==> config.mk <==
export PLATFORM = sky130hd
export DESIGN_NAME = instruction_fetch
export DESIGN_NICKNAME = d
export VERILOG_FILES = /design/src/rtl/instruction_fetch.sv
export SDC_FILE = /design/constraint.sdc
export NUM_CORES = 1
export LEC_CHECK = 0
export BUFFER_PORTS_ARGS = -buffer_cell sky130_fd_sc_hd__buf_2
export CAP_MARGIN = 20
export CORE_MARGIN = 3
export CORE_UTILIZATION = 59
export DETAILED_ROUTE_END_ITERATION = 16
export GPL_TIMING_DRIVEN = 0
export PLACE_DENSITY = 0.86
export SETUP_SLACK_MARGIN = 0.2
export SYNTH_ARGS = -nofsm -noshare
export SYNTH_HDL_FRONTEND = slang
export SYNTH_SLANG_ARGS = --single-unit
==> constraint.sdc <==
create_clock -name clk -period 9.2 [get_ports clk]
set_clock_uncertainty 0.15 [all_clocks]
set_input_delay 0.92 -clock clk [delete_from_list [all_inputs] [get_ports clk]]
set_output_delay 0.92 -clock clk [all_outputs]
set_load 0.005 [all_outputs]
==> src/rtl/instruction_fetch.sv <==
// ============================================================================
// Module  : instruction_fetch
// Brief   : IF stage - owns fetch PC, issues imem word reads, buffers results
//           in a 2-entry FWFT FIFO toward decode; redirect flushes wrong path.
// Revision: 1.0
// ============================================================================
`default_nettype none

module instruction_fetch #(
    parameter logic [31:0] RESET_PC = 32'h0000_0000
) (
    input  logic        clk,
    input  logic        rst,
    output logic        imem_req,
    output logic [31:0] imem_addr,
    input  logic        imem_ready,
    input  logic [31:0] imem_rdata,
    input  logic        redirect,
    input  logic [31:0] redirect_pc,
    output logic        out_valid,
    input  logic        out_ready,
    output logic [31:0] pc,
    output logic [31:0] instruction,
    output logic [31:0] pc_next
);

    localparam logic [0:0] S_RESET = 1'b0;
    localparam logic [0:0] S_RUN   = 1'b1;

    logic [0:0]  state_q, state_d;
    logic [31:0] fetch_pc_q, fetch_pc_d;
    logic        inflight_q, inflight_d;
    logic [31:0] inflight_addr_q, inflight_addr_d;
    logic        drop_q, drop_d;
    logic [31:0] fifo_pc_q [2];
    logic [31:0] fifo_pc_d [2];
    logic [31:0] fifo_instr_q [2];
    logic [31:0] fifo_instr_d [2];
    logic        rd_ptr_q, rd_ptr_d;
    logic        wr_ptr_q, wr_ptr_d;
    logic [1:0]  count_q, count_d;

    logic        w_accept;
    logic        w_pop;
    logic        w_push;
    logic        w_credit_ok;
    logic        w_not_empty;
    logic [2:0]  w_occupancy;
    logic [31:0] w_redirect_pc;
    logic [31:0] w_head_pc;

    // Occupancy counts the in-flight read as a reserved slot so a response
    // can never arrive into a full FIFO.
    assign w_occupancy   = {1'b0, count_q} + {2'b00, inflight_q} - {2'b00, w_pop};
    assign w_credit_ok   = (w_occupancy < 3'd2);
    assign w_redirect_pc = redirect_pc & ~32'h0000_0003;
    assign w_not_empty   = (count_q != 2'd0);
    assign w_accept      = imem_req & imem_ready;
    assign w_pop         = out_valid & out_ready;
    assign w_push        = inflight_q & ~drop_q & ~redirect;

    // ---------------- FSM: state register ----------------
    always_ff @(posedge clk) begin
        if (rst) begin
            state_q <= S_RESET;
        end else begin
            state_q <= state_d;
        end
    end

    // ---------------- FSM: next state ----------------
    always_comb begin
        state_d = state_q;
        case (state_q)
            S_RESET: state_d = S_RUN;
            S_RUN:   state_d = S_RUN;
            default: state_d = S_RESET;
        endcase
    end

    // ---------------- FSM: outputs ----------------
    always_comb begin
        imem_req  = 1'b0;
        imem_addr = fetch_pc_q;
        if (state_q == S_RUN) begin
            imem_req = w_credit_ok;
        end
    end

    // ---------------- Datapath next-state ----------------
    always_comb begin
        fetch_pc_d      = fetch_pc_q;
        inflight_d      = w_accept;
        inflight_addr_d = w_accept ? fetch_pc_q : inflight_addr_q;
        drop_d          = drop_q;
        fifo_pc_d       = fifo_pc_q;
        fifo_instr_d    = fifo_instr_q;
        rd_ptr_d        = rd_ptr_q;
        wr_ptr_d        = wr_ptr_q;
        count_d         = count_q;

        if (redirect) begin
            fetch_pc_d = w_redirect_pc;
            // A read accepted this cycle is wrong-path; a response landing now
            // is discarded by the flush itself.
            drop_d     = w_accept;
            rd_ptr_d   = 1'b0;
            wr_ptr_d   = 1'b0;
            count_d    = 2'd0;
        end else begin
            if (w_accept) begin
                fetch_pc_d = fetch_pc_q + 32'd4;
            end
            if (inflight_q) begin
                drop_d = 1'b0;
            end
            if (w_push) begin
                fifo_pc_d[wr_ptr_q]    = inflight_addr_q;
                fifo_instr_d[wr_ptr_q] = imem_rdata;
                wr_ptr_d               = ~wr_ptr_q;
            end
            if (w_pop) begin
                rd_ptr_d = ~rd_ptr_q;
            end
            count_d = count_q + {1'b0, w_push} - {1'b0, w_pop};
        end
    end

    // ---------------- Datapath registers ----------------
    always_ff @(posedge clk) begin
        if (rst) begin
            fetch_pc_q      <= RESET_PC;
            inflight_q      <= 1'b0;
            inflight_addr_q <= 32'd0;
            drop_q          <= 1'b0;
            fifo_pc_q[0]    <= 32'd0;
            fifo_pc_q[1]    <= 32'd0;
            fifo_instr_q[0] <= 32'd0;
            fifo_instr_q[1] <= 32'd0;
            rd_ptr_q        <= 1'b0;
            wr_ptr_q        <= 1'b0;
            count_q         <= 2'd0;
        end else begin
            fetch_pc_q      <= fetch_pc_d;
            inflight_q      <= inflight_d;
            inflight_addr_q <= inflight_addr_d;
            drop_q          <= drop_d;
            fifo_pc_q       <= fifo_pc_d;
            fifo_instr_q    <= fifo_instr_d;
            rd_ptr_q        <= rd_ptr_d;
            wr_ptr_q        <= wr_ptr_d;
            count_q         <= count_d;
        end
    end

    // ---------------- Decode-side outputs ----------------
    assign w_head_pc   = w_not_empty ? fifo_pc_q[rd_ptr_q] : 32'd0;
    assign out_valid   = w_not_empty & ~redirect;
    assign pc          = w_head_pc;
    assign instruction = w_not_empty ? fifo_instr_q[rd_ptr_q] : 32'd0;
    assign pc_next     = w_not_empty ? (w_head_pc + 32'd4) : 32'd0;

    a_no_push_into_full : assert property (
        @(posedge clk) disable iff (rst) !(w_push && (count_q == 2'd2))
    );

endmodule

`default_nettype wire

==> run_results.csv <==
group,metric,value,unit
timing,relSlewSlack,47.1,%
die,num_rows,44,
cts,h-tree-depth,4,
layout,final_common_cell,"nand2_1",
place,gp_congestion,0.936,
global_routing,antenna_found_initial,0,
layout,design_area,0.0109,mm²
cts,clock_sinks,191,
cts,clk_pin_slew,60,ps
synthesis,synth.yosys.seq_area_share,42.3,%
global_routing,grt_pass1_vias,7733,
timing,post-route-min-period,5020,ps
flow_run,maxCapViolCount,0,
routing,drt_iter0_drc,728,
synthesis,synth_top_family_by_area,"simple AND/OR/NAND/NOR gates",
worst_hold_path,hold_path_class,"register to register",
synthesis,syn_inst,1176,
synthesis,synth-edff-count,0,
cts,clockBufferDepth,2,
global_routing,grt_pass1_wl,38300,µm
synthesis,yosysWarnings,0,
setup_path,path_max_fanout,10,
timing,worst_pin_slew,788,ps
synthesis,ys.flop_type,"dfxtp_1",
layout,multi_input_area,0.00473,mm²
cts,cts_made_buffers,17,
synthesis,syn_area,0.00904,mm²
cts,cts_tree,"built",
global_routing,grt_max_degree,17,
synthesis,synth.avg_cell_area,7.69,µm²
layout,fin_nets,1464,
die,dieArea,0.0168,mm²
power_and_ir_drop,leakage,0.00403,µW
layout,final_cell_mix,"nand2_1 (345), buf_2 (203), dfxtp_1 (191)",
routing,ant_nets,0,
power_and_ir_drop,ir_drop,139,µV
die,die_x,130,µm
setup_path,path_class,"register to output port",
outcome,outcome,"complete, no violations",
routing,vias,8795,
synthesis,async_reset_ff_share,0,%
place,io_buffers,189,
routing,drt-total-wl,24700,µm
routing,drc,0,
timing,hold_violations,0,
layout,ff_latch_area,0.00382,mm²
timing,whs,303,ps
setup_path,start_kind,"register",
power_and_ir_drop,p_per_area,160,mW/mm²
setup_path,critPathArrivalTime,3950,ps
synthesis,ys_ff_latch,191,
cts,cts_resized,0,
place,dpl_cell_area,0.0102,mm²
synthesis,synth-simple-area-share,26.5,%
cts,cts_hold_buf,0,
routing,drt-pass1-iter-count,6,
timing,tns,0,ps
timing,maxSlewViolCount,0,
global_routing,grt.total_usage,28.4,%
cts,clk_latency,430,ps
routing,wl_per_cell,15.5,µm
die,die_h,130,µm
synthesis,synth.area.mux_share,6.99,%
cts,clockRootBuffer,"clkbuf_16",
setup_path,worstSetupEndpointType,"output port",
timing,fmax,0.199,GHz
timing,fin_crit_sh,54.5,%
layout,n_antenna_cell,0,
timing,grt_setup_unrepaired,"no",
layout,layout-drive-gt1-share,19.0,%
setup_path,cp.required,8130,ps
synthesis,synthAdderAreaFrac,0.914,%
routing,vias_per_cell,5.55,
timing,setup_violations,0,
global_routing,grt_overflow,0,
die,io_pins,199,
place,dp_hpwl,18000,µm
die,core,0.0148,mm²
die,start_util,61.3,%
synthesis,synth_cell_types,50,
cts,post_cts_buffers,0,
layout,fill_cells,1189,
layout,syn_to_final_growth,20.1,%
synthesis,synthXorXnorAreaFrac,5.43,%
synthesis,synth-compound-area-share,12.3,%
## cells by family (layout without fill, tap and decap cells)
group | count (synthesis) | in the layout
multiplexers | 63 | 63
other | 1 | 6
AO/OA/AOI/OAI | 201 | 201
AND/OR/NAND/NOR | 551 | 551
flip-flops | 191 | 191
adder cells (fa/ha/maj) | 6 | 6
XOR/XNOR | 56 | 56
buffers and inverters | 107 | 328
## synthesized netlist by cell type (all sizes together), types with 2 or more instances
cell	count	share of area, %
nand3	22	1.3
dfxtp	191	42
buf	29	2.0
and2	6	0.43
nor4	17	1.7
a211oi	23	2.0
nor2b	2	0.14
nand2	345	14
clkbuf	60	2.6
a21o	2	0.17
nor3	24	1.6
ha	5	0.69
or3	2	0.15
o21ai	7	0.39
and4	4	0.39
xor2	28	2.7
nand4	20	1.5
nor2	96	4.0
a311oi	4	0.39
nand2b	2	0.14
nand3b	4	0.33
xnor2	28	2.7
nor3b	2	0.17
and3	4	0.28
inv	16	0.66
mux2i	62	6.9
a21oi	161	8.9
## per-stage QoR
stage,total power (µW),std cells,setup WS (ps),utilization [%]
floorplan,938,1181,5450,-
global placement,987,1554,4670,69.4
detailed placement,989,1554,4630,69.4
CTS,1740,1586,4170,73.6
global route,1790,1586,3900,73.6
finish,1740,1586,4180,73.6
## sequential cells by signal, indices dropped and copies added, names as in the netlist
register	cells
fifo_pc_q	60
inflight_q	1
state_q	1
rd_ptr_q	1
drop_q	1
wr_ptr_q	1
count_q	2
fifo_instr_q	64
imem_addr	30
inflight_addr_q	30
## critical path, cell delays in order (launching register included)
cell and delay (ps):
dfxtp_1 330, buf_2 190, nor2_2 170, buf_1 360, buf_1 480, clkbuf_1 520
buf_2 330, nor2_1 100, ha_1 260, nand4_1 140, buf_2 250, nor4_1 100
xor2_1 140, buf_2 140
## routing by layer
metal / vias to the layer above / track usage, % / part of all wire, %
li1: 4337 / - / -
met1: 3997 / 39.1 / 43
met2: 418 / 46.0 / 46
met3: 43 / 4.22 / 8.6
met4: 0 / 9.41 / 2.0
met5: - / 0 / 0
## worst paths after layout
check | startpoint | endpoint | slack [ps] | cells past startpoint
setup / recovery | count_q[1]$_SDFF_PP0_ | pc_next[18] | 4180 | 13
hold / removal | fifo_instr_q[62]$_SDFFE_PP0P_ | fifo_instr_q[62]$_SDFFE_PP0P_ | 300 | 2
setup reg to reg | count_q[1]$_SDFF_PP0_ | imem_addr[28]$_SDFFE_PP0P_ | 4620 | 14
hold reg to reg | fifo_instr_q[62]$_SDFFE_PP0P_ | fifo_instr_q[62]$_SDFFE_PP0P_ | 300 | 2
## area by class of cell
| cell class | count | share of cell area [%] |
|---|---|---|
| Tap cell | 184 | 2.12 |
| Multi-Input combinational cell | 883 | 43.6 |
| Clock buffer | 23 | 4.50 |
| Sequential cell | 191 | 35.2 |
| Clock inverter | 9 | 1.21 |
| Timing Repair Buffer | 189 | 8.72 |
| Buffer | 91 | 4.05 |
| Inverter | 16 | 0.553 |
## where the power goes
group | leakage (µW) | total, µW | internal, µW | switching, µW
registers | 0.00155 | 867 | 844 | 22.7
logic | 0.00218 | 107 | 42.0 | 64.5
clock network | 0.000307 | 765 | 457 | 308
total | 0.00403 | 1740 | 1340 | 396
Power figures use the tool's default switching activity.
